--- src/rtl/alu_issue_ctrl.sv ---
// alu_issue_ctrl: issue controller for an external combinational ALU.
// It accepts one request, registers the operands into the ALU, waits one
// cycle for the ALU to settle, captures the result, and holds it until the
// consumer takes it. op_count counts results consumed downstream, mod 256.
// Optional feature: define ALU_ISSUE_ERRCHK_EN to flag divide/modulo by zero
// and undefined opcodes on out_err. The result is forced to zero in that case.
module alu_issue_ctrl (
    input  logic        clk,
    input  logic        rst_n,
    input  logic        in_valid,
    output logic        in_ready,
    input  logic [7:0]  in_a,
    input  logic [7:0]  in_b,
    input  logic [3:0]  in_sel,
    output logic [7:0]  alu_a,
    output logic [7:0]  alu_b,
    output logic [3:0]  alu_sel,
    input  logic [15:0] alu_result,
    input  logic        alu_zero,
    output logic        out_valid,
    input  logic        out_ready,
    output logic [15:0] out_result,
    output logic        out_zero,
    output logic        out_err,
    output logic [7:0]  op_count
);

    localparam logic [1:0] S_IDLE = 2'd0;
    localparam logic [1:0] S_EXEC = 2'd1;
    localparam logic [1:0] S_DONE = 2'd2;

    logic [1:0]  r_state;
    logic [7:0]  r_alu_a;
    logic [7:0]  r_alu_b;
    logic [3:0]  r_alu_sel;
    logic [15:0] r_out_result;
    logic        r_out_zero;
    logic        r_out_err;
    logic [7:0]  r_op_count;

    logic        w_accept;
    logic        w_consume;
    logic [15:0] w_cap_result;
    logic        w_cap_zero;
    logic        w_cap_err;

    assign in_ready   = (r_state == S_IDLE);
    assign out_valid  = (r_state == S_DONE);
    assign w_accept   = in_ready & in_valid;
    assign w_consume  = out_valid & out_ready;

    assign alu_a      = r_alu_a;
    assign alu_b      = r_alu_b;
    assign alu_sel    = r_alu_sel;
    assign out_result = r_out_result;
    assign out_zero   = r_out_zero;
    assign out_err    = r_out_err;
    assign op_count   = r_op_count;

`ifdef ALU_ISSUE_ERRCHK_EN
    logic w_bad_op;
    // Division by zero and opcodes above EQ produce an error with a zeroed result.
    assign w_bad_op     = (((r_alu_sel == 4'b1001) || (r_alu_sel == 4'b1010)) && (r_alu_b == 8'h00))
                        || (r_alu_sel > 4'b1011);
    assign w_cap_err    = w_bad_op;
    assign w_cap_result = w_bad_op ? 16'h0000 : alu_result;
    assign w_cap_zero   = w_bad_op ? 1'b0 : alu_zero;
`else
    assign w_cap_err    = 1'b0;
    assign w_cap_result = alu_result;
    assign w_cap_zero   = alu_zero;
`endif

    // Control FSM. DONE goes back to IDLE without looking at in_valid, so a
    // new request cannot be taken in the cycle a result is consumed.
    always_ff @(posedge clk or negedge rst_n) begin
        if (!rst_n) begin
            r_state <= S_IDLE;
        end else begin
            case (r_state)
                S_IDLE:  if (in_valid) r_state <= S_EXEC;
                S_EXEC:  r_state <= S_DONE;
                S_DONE:  if (out_ready) r_state <= S_IDLE;
                default: r_state <= S_IDLE;
            endcase
        end
    end

    // ALU operand registers change only when a request is accepted.
    always_ff @(posedge clk or negedge rst_n) begin
        if (!rst_n) begin
            r_alu_a   <= 8'h00;
            r_alu_b   <= 8'h00;
            r_alu_sel <= 4'h0;
        end else if (w_accept) begin
            r_alu_a   <= in_a;
            r_alu_b   <= in_b;
            r_alu_sel <= in_sel;
        end
    end

    // Capture the settled ALU outputs at the end of EXEC and hold them through DONE.
    always_ff @(posedge clk or negedge rst_n) begin
        if (!rst_n) begin
            r_out_result <= 16'h0000;
            r_out_zero   <= 1'b0;
            r_out_err    <= 1'b0;
        end else if (r_state == S_EXEC) begin
            r_out_result <= w_cap_result;
            r_out_zero   <= w_cap_zero;
            r_out_err    <= w_cap_err;
        end
    end

    // Count results taken downstream. The counter wraps silently.
    always_ff @(posedge clk or negedge rst_n) begin
        if (!rst_n) begin
            r_op_count <= 8'h00;
        end else if (w_consume) begin
            r_op_count <= r_op_count + 8'h01;
        end
    end

endmodule

--- config.mk ---
export PLATFORM = sky130hd
export DESIGN_NAME = alu_issue_ctrl
export DESIGN_NICKNAME = d
export VERILOG_FILES = /design/src/rtl/alu_issue_ctrl.sv
export SDC_FILE = /design/constraint.sdc
export NUM_CORES = 1
export LEC_CHECK = 0
export CAP_MARGIN = 10
export CORE_MARGIN = 1
export CORE_UTILIZATION = 65
export CTS_BUF_LIST = sky130_fd_sc_hd__clkbuf_2 sky130_fd_sc_hd__clkbuf_4 sky130_fd_sc_hd__clkbuf_8
export CTS_CLUSTER_DIAMETER = 60
export DETAILED_ROUTE_END_ITERATION = 8
export DONT_BUFFER_PORTS = 1
export PLACE_DENSITY = 0.92
export SLEW_MARGIN = 20
export SYNTH_ARGS = -nofsm -noshare
export SYNTH_HDL_FRONTEND = slang
export SYNTH_SLANG_ARGS = --single-unit
--- constraint.sdc ---
create_clock -name clk -period 1.6 [get_ports clk]
set_clock_uncertainty 0.05 [all_clocks]
set_input_delay 0.4 -clock clk [delete_from_list [all_inputs] [get_ports clk]]
set_output_delay 0.4 -clock clk [all_outputs]
set_load 0.005 [all_outputs]
Yosys cells after proc, flatten, opt, wreduce, memory -nomap -nowiden:

Cells that the tools add are included.

* $add $sub $neg: 1
* reduce and logical (&&, ||, !) cells: 2
* bitwise logic cells: 2
* eq/ne operators: 4
* multiplexer cells: 3

Operators by type and width (count)
* $add 8x1->8 const B: 1
* $pmux 2 s3: 1
* $mux 2: 2
* $and 1x1->1: 2
* $eq 2x1->1 const B: 1
* $eq 2x2->1 const B: 1
* $logic_not 2->1: 1
* $ne 2x1->1 const B: 1
* $ne 2x2->1 const B: 1
* $reduce_and 2->1: 1

* output and inout port bits: 48
* register bits: 47

Longest topological paths before layout:

Gate-level depths: netlist of run 1.

* depth after elaboration: 3
* depth in mapped cells: 4

Worst setup path before layout of run 1:

OpenSTA, ideal clock, no wires.

* path type: register to register
* start point: reg r_state[1]
* end point: reg r_alu_a[7], in the netlist alu_a[7]
* arrival: 1.179 ns
* slack: 0.246 ns
* clock period less this slack: 1.354 ns
* buffers on the path: 1
* data required time: 1.425 ns
* stages on the path, launching flop included: 5
* cell sequence: dfrtp_1 > nor2_1 > and2_4 > buf_6 > mux2_4

* longest elaborated chain between the ends: 2

RTL lines
* start: declaration: RTL line 32 `logic [1:0] r_state;`
* start signal: assignment: RTL line 78 `r_state <= S_IDLE;`
* start signal: assignment: RTL line 81 `S_IDLE: if (in_valid) r_state <= S_EXEC;`
* start signal: assignment: RTL line 82 `S_EXEC: r_state <= S_DONE;`
* $logic_not 2->1: RTL line 47 `assign in_ready = (r_state == S_IDLE);`
* net in_ready: RTL line 11 `output logic in_ready,`
* $and 1x1->1: RTL line 49 `assign w_accept = in_ready & in_valid;`
* end signal: assignment: RTL line 96 `r_alu_a <= in_a;`
* end: declaration: RTL line 33 `logic [7:0] r_alu_a;`

The timed path passes the listed nets, and every way through them passes these cells.
A chain may end at the register's enable or synchronous reset.

Final worst setup path of run 1:

* start point: reg r_state[1]
* end point: reg r_alu_sel[2], in the netlist alu_sel[2]

* longest elaborated chain between the ends: 2

RTL lines
* $logic_not 2->1: RTL line 47
* $and 1x1->1: RTL line 49
* end signal: assignment: RTL line 98 `r_alu_sel <= in_sel;`
* end: declaration: RTL line 35 `logic [3:0] r_alu_sel;`

Every way passes these cells.

==> impl_results.md, run 1 <==
* Critical Path RT at between 1.5 and 2 ns
* Iteration-0 DRC Markers at 41
* RSZ-0062 raised after global routing: no
* Critical path's top delay family: simple AND/OR/NAND/NOR gates
* Crit-path max FO at 21
* Max-slew violation count at 0
* CTS Buf Count at 5
* Share of layout cells above drive strength 1 at roughly two fifths
* I/O Pins at between 80 and 90
* # port buffers at 0
* Vias at approximately 950
* Initial antenna violation count at 0
* Prevailing post-synth register cell: dfrtp_1
* Cell variety after synth at 21
* Longest Clk Path Bufs at 2
* Arr. time, crit path at between 1.5 and 2 ns
* Avg Cell Area, Syn at approximately 16 sq um
* Detail Placement HPWL at between 2000 and 2500 um
* Pwr Density at roughly 2000 nW/um^2
* Critical Path Stages at 3
* Total Nets Final at ~170
* Final design area excluding fillers at roughly 2000 sq um
* Delay of the slowest cell on the worst path at around 0.44 ns
* Commonest cells after routing, fill and taps aside: 47 x dfrtp_1, 28 x mux2_4, 9 x mux2_2
* Gr usage total at between 20% and 30%
* Setup violators final at 0
* Failing checks: DRC
* Seq/Total Area, Yosys at 60.5%
* Antenna cells at 0
* Remaining Overflow, GRT at 0
* Rows at 19
* Area grow syn2layout at 4.89%
* Worst path cell trace: nor2_2, and2_4, mux2_2
* Comb pwr share at 31.8%
* Switching Share at around 30%
* IR drop worst, VDD at between 1 and 1.5 mV
* Via density at 6.19
* Post-Route WL at 3120 um
* Root Driver: clkbuf_4
* Yosys reg bits at 47
* Htree depth at 2
* DRC Markers at 15
* Die Area at around 3200 sq um
* Drt pass-1 iters at 6
* Top post-synthesis cells by area: dfrtp_1 61%, mux2_4 22%, mux2_2 5.2%
* Ys async rst share at 100%
* Post-DRT Antenna Nets at 0
* Status: complete, but fails checks
* Largest net degree at the start of global routing at 48
* Sequential power share at between 50% and 60%
* Cell Area, Synth at 1940 sq um
* Synthesis Warnings at 0
* Lkg Pwr at 0.982 nW
* Setup tns final at 0 ns
* Hold crit path type: in -> reg
* Tmin final at 1.52 ns
* Clock power frac at about 12%
* Crit path kind: reg -> reg
* R2r worst-path depth at 3
* Final Power at a little over 0.004 W
* Core Area at roughly 2800 sq um
* Routability cong. at approximately 0.69
* Syn Inst Count at around 120
* P_sw at about 0.0012 W
* Proportion of netlist area held by the largest area contributor at about three fifths
* Post-synth top area cell: dfrtp_1
* Hold Vio Cnt, Final at 0
* Number of synthesized flops with an enable pin at 0
* First-pass GRT wire length at between 5000 and 6000 um
* Leading cell type in the layout, fill and taps excluded: dfrtp_1
* Die height at about 57 um
* Post-DP Area at slightly below 2000 sq um
* CTS Sinks at 47
* Bufs and invs on worst path at 0
* Clock transition at the registers of the reported paths at 0.12 ns
* Horiz. Die Dim at approximately 57 um
* Period utilisation layout at a little over nine tenths
* DR WL/cell at a little over 20 um
* Internal power at 0.00279 W
* Fmax at 658 MHz
* Critical Path Slowest Stage Cell: dfrtp_1
* # Post-CTS Setup Buffers at 0
* Max-cap violation count at 0
* Crit start category: register
* CP Capture Type: register
* CTS tree: built
* Hold Crit Depth at 1
* Syn_nets at 160
* Vias in the first global route at 1,059
* Initial Util at between 60 and 70%
* Worst skew pair latency at 0.35 ns
[flip-flops by register name, indices dropped and copies added, names as in the netlist]
register	count
out_result	16
alu_b	8
r_state	2
alu_a	8
out_zero	1
op_count	8
alu_sel	4
[layout make-up]
| class | count | area (sq um) |
|---|---|---|
| Clock buffer | 6 | 45.0 |
| Fill cell | 198 | 767 |
| Inverter | 1 | 3.75 |
| Multi-Input combinational cell | 65 | 717 |
| Sequential cell | 47 | 1180 |
| Tap cell | 31 | 38.8 |
| Timing Repair Buffer | 4 | 57.6 |
[worst register-to-register path, stage by stage (launching register included)]
cell	delay, ns
dfrtp_1	0.44
nor2_2	0.14
and2_4	0.40
mux2_2	0.38
[cell usage after synthesis, types with 2 or more instances]
| cell type | instances |
|---|---|
| dfrtp_1 | 47 |
| mux2_4 | 28 |
| mux2_2 | 9 |
| nand2_1 | 6 |
| xor2_1 | 5 |
| buf_6 | 3 |
| nor2_1 | 3 |
| buf_4 | 2 |
| nor3_1 | 2 |
| xnor2_1 | 2 |
[routing by layer]
metal / part of all wire, % / up-vias / track usage [%]
met5: 0 / - / 0
met4: 1.7 / 0 / 8.57
met3: 9.9 / 6 / 8.29
met2: 52 / 63 / 36.1
met1: 36 / 478 / 24.5
li1: - / 407 / -
[worst paths after layout]
path / from / endpoint / slack (ns)
worst max register to register: r_state[1] / alu_sel[2] / 0.08
worst max-delay path: r_state[1] / alu_sel[2] / 0.08
worst min-delay path: out_ready / r_state[1] / 0.09
min in group asynchronous: rst_n / op_count[7] / 0.45
max in group asynchronous: rst_n / alu_a[1] / 0.84
worst min register to register: op_count[7] / op_count[7] / 0.45
[logic make-up (layout without fill, tap and decap cells)]
group	count (synthesis)	count (layout)	share of synthesized area, %
buffers and inverters	6	11	2.70
xor gates and xnor gates	7	7	3.16
DFF	47	47	60.5
other	1	1	0.193
AOI/OAI and AO/OA	1	1	0.257
muxes	38	38	27.4
and+or+nand+nor	17	17	5.09
adders and majority gates	1	1	0.644
[metrics by stage]
| stage | hold slack (ns) | cells | utilization, % | setup slack, ns |
|---|---|---|---|---|
| after floorplan | 0.0544 | 118 | - | 0.246 |
| after global placement | 0.0553 | 146 | 69.9 | 0.144 |
| after detailed placement | 0.0552 | 146 | 69.9 | 0.0556 |
| after CTS | 0.0750 | 154 | 72.6 | 0.0391 |
| after global routing | 0.0849 | 154 | 72.7 | 0.0172 |
| final | 0.0927 | 154 | 72.7 | 0.0801 |
[repair_timing]
item,4_1_cts,5_1_grt
endpoints found under the hold margin,47,0
hold buffers,2,0
endpoints found under the setup margin,0,2
resized for setup,0,1
[power groups by stage]
stage / registers [W] / clock network [W] / logic [W]
2_1_floorplan: 0.00212 / 0 / 0.00115
3_3_place_gp: 0.00223 / 0 / 0.00120
3_5_place_dp: 0.00226 / 0 / 0.00127
4_1_cts: 0.00225 / 0.000511 / 0.00129
5_1_grt: 0.00231 / 0.000554 / 0.00139
6_report: 0.00225 / 0.000494 / 0.00128
No activity file was read; power rests on OpenSTA's default activity.
==> inputs of run 2 (changes only) <==
- ABC_CLOCK_PERIOD_IN_PS: unset -> 1600
- GPL_TIMING_DRIVEN: unset -> 0
==> run 2 against run 1 <==
- the flow still finishes with violations (DRC)
- critical path depth is 1 higher
- flip-flop and latch count unchanged
- non-clock buffer count increased by 3
- clock power is 9.5% higher
- cell area rose by 2.0%
- cell count rose by 2.6%
- register-to-register slack got worse by 0.04 ns
- combinational power about the same
==> impl_results.md, run 2 (same netlist as run 1, synthesis figures left out) <==
* Root Driver: clkbuf_4
* DRC Markers at 14
* Arr. time, crit path at around 1.7 ns
* Max-cap violation count at 0
* Area of the multi-input gates at 717 sq um
* Crit path kind: reg -> reg
* Share of layout cells above drive strength 1 at 42.5%
* Post-DRT Antenna Nets at 0
* Largest register FFs at 16
* Vias in the first global route at around 1,100
* Reg2reg start: r_state[1]
* Remaining Overflow, GRT at 0
* Area grow syn2layout at 6.95%
* Commonest cells after routing, fill and taps aside: 47 x dfrtp_1, 28 x mux2_4, 9 x mux2_2
* Hold endpoint: r_state[1]
* CTS Buf Count at 5
* Pwr Density at 1970 nW/um^2
* Hold Vio Cnt, Final at 0
* Initial Util at ~69%
* R2r worst-path depth at 4
* Antenna cells at 0
* Clock transition at the registers of the reported paths at ~0.13 ns
* Reg2reg end: alu_sel[1]
* Critical Path RT at ~1.8 ns
* Routability cong. at 0.663
* CP Capture Type: register
* Hold Crit Depth at 1
* Max-slew violation count at 0
* Die height at 56.7 um
* Worst skew pair latency at 0.34 ns
* Final WS setup at between 0.04 and 0.05 ns
* Post-Route WL at approximately 3200 um
* # port buffers at 0
* Internal power at roughly 0.0028 W
* First-pass GRT wire length at 5030 um
* CTS tree: built
* Iteration-0 DRC Markers at 35
* Fillcell total at approximately 180
* P_sw at roughly 0.0013 W
* Gr usage total at 21.4%
* Pre-CTS worst setup slack at around 0.045 ns
* Drt pass-1 iters at 6
* Period utilisation layout at 97.4%
* I/O Pins at 89
* Sequential power share at 54.8%
* Hold crit path type: in -> reg
* Clock power frac at about an eighth
* Initial antenna violation count at 0
* Longest Clk Path Bufs at 2
* Status: complete, but fails checks
* Core Util, Final at between 70% and 80%
* Switching Share at 30.9%
* Tmin final at approximately 1.6 ns
* Horiz. Die Dim at about 57 um
* Die Area at between 3000 and 4000 sq um
* Vias at about 950
* Failing checks: DRC
* CTS Sinks at 47
* DR WL/cell at between 20 and 25 um
* Htree depth at 2
* Fmax at between 600 and 700 MHz
* Crit start category: register
* Comb pwr share at between 30% and 40%
* Setup violators final at 0
* FF+latch area at between 1000 and 1500 sq um
* Core Area at about 2800 sq um
* Detail Placement HPWL at 2320 um
* Setup tns final at 0 ns
* Register-to-register setup slack at ~0.042 ns
* IR drop worst, VDD at 1.09 mV
* Total Nets Final at 169
* Largest net degree at the start of global routing at between 40 and 50
* Crit-path max FO at 10
* Rows at 19
* Lkg Pwr at about 1 nW
* Via density at between 5 and 6
* Hold Crit Start: out_ready
* Leading cell type in the layout, fill and taps excluded: dfrtp_1
* RSZ-0062 raised after global routing: no
-- run 2: cell types whose count changed in the layout (fill, tap and decap cells not counted), sizes merged --
cell,previous run,this run
buf,3,6
clkinv,0,1
-- run 2: critical path: stages (launching register included) --
cell	delay, ns
dfrtp_1	0.46
nor2_2	0.24
and2_4	0.22
buf_6	0.17
mux2_4	0.31
-- run 2: power groups by stage --
stage          Sequential [W]  Combinational [W]  Clock, W
2_1_floorplan         0.00212            0.00115         0
3_3_place_gp          0.00223            0.00122         0
3_5_place_dp          0.00226            0.00128         0
4_1_cts               0.00225            0.00132  0.000556
5_1_grt               0.00231            0.00142  0.000596
6_report              0.00224            0.00131  0.000541
-- run 2: routing by layer --
layer / part of all wire (%) / GRT usage [%] / vias up / wire length [um]
met5: 0 / 0 / - / 0
met2: 52 / 34.7 / 61 / 1640
met4: 2.3 / 11.1 / 0 / 74
met3: 8.3 / 6.45 / 7 / 264
li1: - / - / 413 / -
met1: 38 / 25.7 / 466 / 1200
-- run 2: worst max path at each step --
stage	from	endpoint	slack [ns]	depth (start not counted)
after CTS	r_state[0]	out_valid	0.08	1
after global routing	r_state[1]	alu_sel[0]	0.02	4
after global placement	r_state[1]	alu_b[0]	0.10	4
after floorplan	r_state[1]	alu_a[7]	0.25	4
final	r_state[1]	alu_sel[1]	0.04	4
after detailed placement	r_state[1]	alu_b[4]	0.04	4
-- run 2: timing repair --
item | CTS | global route
resized for setup | 1 | 0
endpoints found under the setup margin | 1 | 0
hold endpoints to repair | 47 | 0
buffers inserted | 0 | 0
hold buffers | 2 | 0
-- run 2: through the flow --
| stage | hold WS [ns] | power (W) | cell area (sq um) | std cells |
|---|---|---|---|---|
| CTS | 0.0993 | 0.00413 | 2080 | 158 |
| detailed placement | 0.0552 | 0.00354 | 1980 | 149 |
| finish | 0.112 | 0.00409 | 2080 | 158 |
| floorplan | 0.0544 | 0.00327 | 1940 | 118 |
| global placement | 0.0552 | 0.00345 | 1980 | 149 |
| global route | 0.107 | 0.00433 | 2080 | 158 |
-- run 2: cell type report --
cell class / instances / area share [%]
flip-flops and latches: 47 / 56.6
repair buffers: 2 / 1.81
plain buffers: 5 / 2.35
well taps: 31 / 1.87
clock buffers: 6 / 2.47
inverters: 1 / 0.181
multi-input cells: 65 / 34.5
clock inverters: 1 / 0.241
==> inputs of run 3 (changes only) <==
- PLACE_DENSITY: 0.92 -> 0.81
- SETUP_SLACK_MARGIN: unset -> 0.3
- SKIP_CTS_REPAIR_TIMING: unset -> 1
==> run 3 against run 2 <==
- the run ends with DRC, hold timing left
- non-clock buffer count is 2 higher
- flip-flop and latch count is the same
- sequential share of layout area fell by 2.1 points
- highest routed layer unchanged
- total power rose by 4.8%
- die area unchanged
- cell count rose by 1.9%
==> impl_results.md, run 3 (same netlist as run 1, synthesis figures left out) <==
* Max-slew violation count at 0
* Hold crit path type: in -> async
* Iteration-0 DRC Markers at 23
* Rows at 19
* Status: complete, but fails checks
* Setup violators final at 0
* Root Driver: clkbuf_4
* Longest Clk Path Bufs at 2
* Largest net degree at the start of global routing at between 40 and 50
* Gr usage total at 20.3%
* DR WL/cell at 21.2 um
* Die height at 56.7 um
* Clock transition at the registers of the reported paths at 0.13 ns
* Pwr Density at between 1500 and 2000 nW/um^2
* Area grow syn2layout at 11.4%
* Share of layout cells above drive strength 1 at between 50% and 60%
* Reg2reg start: r_state[0]
* Post-Route WL at 3410 um
* Reg2reg end: alu_b[1]
* Critical path's top delay family: flip-flops
* Vias in the first global route at between 1,000 and 1,500
* Worst path cell trace: and2b_2
* Largest register FFs at 16
* Drt pass-1 iters at 6
* Initial antenna violation count at 0
* Horiz. Die Dim at 56.7 um
* Critical Path Slowest Stage Cell: dfrtp_1
* I/O Pins at between 80 and 90
* Fillcell total at 176
* RSZ-0062 raised after global routing: yes
* Core Util, Final at between 70 and 80%
* Detail Placement HPWL at about 2300 um
* R2r worst-path depth at 4
* IR drop worst, VDD at ~1.3 mV
* Lkg Pwr at between 1 and 1.5 nW
* Fmax at 666 MHz
* Failing checks: DRC, hold timing
* # port buffers at 0
* Setup tns final at 0 ns
* Commonest cells after routing, fill and taps aside: 45 x dfrtp_1, 29 x mux2_4, 8 x mux2_2
* Bufs and invs on worst path at 0
* Die Area at 3210 sq um
* Critical Path Stages at 1
* Crit path kind: reg -> out
* Core Area at approximately 2800 sq um
* Register-to-register setup slack at about 0.12 ns
* Delay of the slowest cell on the worst path at about 0.43 ns
* Tmin final at 1.50 ns
* Via density at approximately 6.0
* CTS tree: built
* Total Nets Final at between 150 and 200
* Arr. time, crit path at 1.05 ns
* Crit-path max FO at 4
* First-pass GRT wire length at ~4700 um
* Remaining Overflow, GRT at 0
* Crit start category: register
* CTS Buf Count at 5
* Initial Util at 69.3%
* Worst skew pair latency at ~0.35 ns
* Antenna cells at 0
* CP Capture Type: output pin
* Post-DRT Antenna Nets at 0
* Critical Path Sink: out_valid
* DRC Markers at 13
* CTS Sinks at 47
* Leading cell type in the layout, fill and taps excluded: dfrtp_1
* Max-cap violation count at 0
* Period utilisation layout at approximately 94%
* Hold Vio Cnt, Final at 47
* Routability cong. at approximately 0.63
* Final hold slack at -0.325 ns
* Htree depth at 2
* CP startpoint: r_state[0]
* Vias at slightly below 1,000
* Critical Path RT at 1.15 ns
[run 3: routing by layer]
layer	wire, um	GRT usage, %	share of wire [%]	vias to the layer above
li1	-	-	-	424
met1	1300	23.7	38	486
met2	1750	34.0	51	54
met3	306	6.45	9.0	8
met4	56	9.64	1.6	0
met5	0	0	0	-
[run 3: stage by stage]
step                      hold WS [ns]  power [W]  worst slack, ns  cell area [sq um]  instances
after floorplan                 0.0544    0.00329            0.290               1950        118
after global placement          0.0552    0.00347            0.202               1990        149
after detailed placement        0.0552    0.00356            0.176               1990        149
after CTS                       -0.335    0.00410           0.0749               2050        157
after global routing            -0.350    0.00452           0.0583               2160        161
final                           -0.325    0.00429           0.0980               2160        161
[run 3: worst min-delay path by stage]
stage	start	end	slack, ns	cells past startpoint
3_5_place_dp	rst_n	alu_b[5]	0.06	0
4_1_cts	rst_n	r_state[0]	-0.33	0
6_report	rst_n	r_state[1]	-0.33	0
3_3_place_gp	rst_n	alu_b[5]	0.06	0
5_1_grt	rst_n	op_count[5]	-0.35	0
2_1_floorplan	rst_n	alu_a[0]	0.05	0
[run 3: final cells by class]
cell class	instances	area, sq um	share of cell area, %
plain buffers	5	73.8	3.41
flip-flops and latches	47	1180	54.5
clock inverters	1	5.00	0.231
well taps	31	38.8	1.79
inverters	1	3.75	0.173
multi-input cells	65	743	34.3
repair buffers	4	68.8	3.18
clock buffers	7	52.6	2.43
[run 3: report_power, final]
part	switching (W)	leakage [nW]	internal [W]	total, W
Combinational	0.000468	0.453	0.00103	0.00149
Sequential	0.000491	0.559	0.00175	0.00224
Clock	0.000347	0.0361	0.000206	0.000553
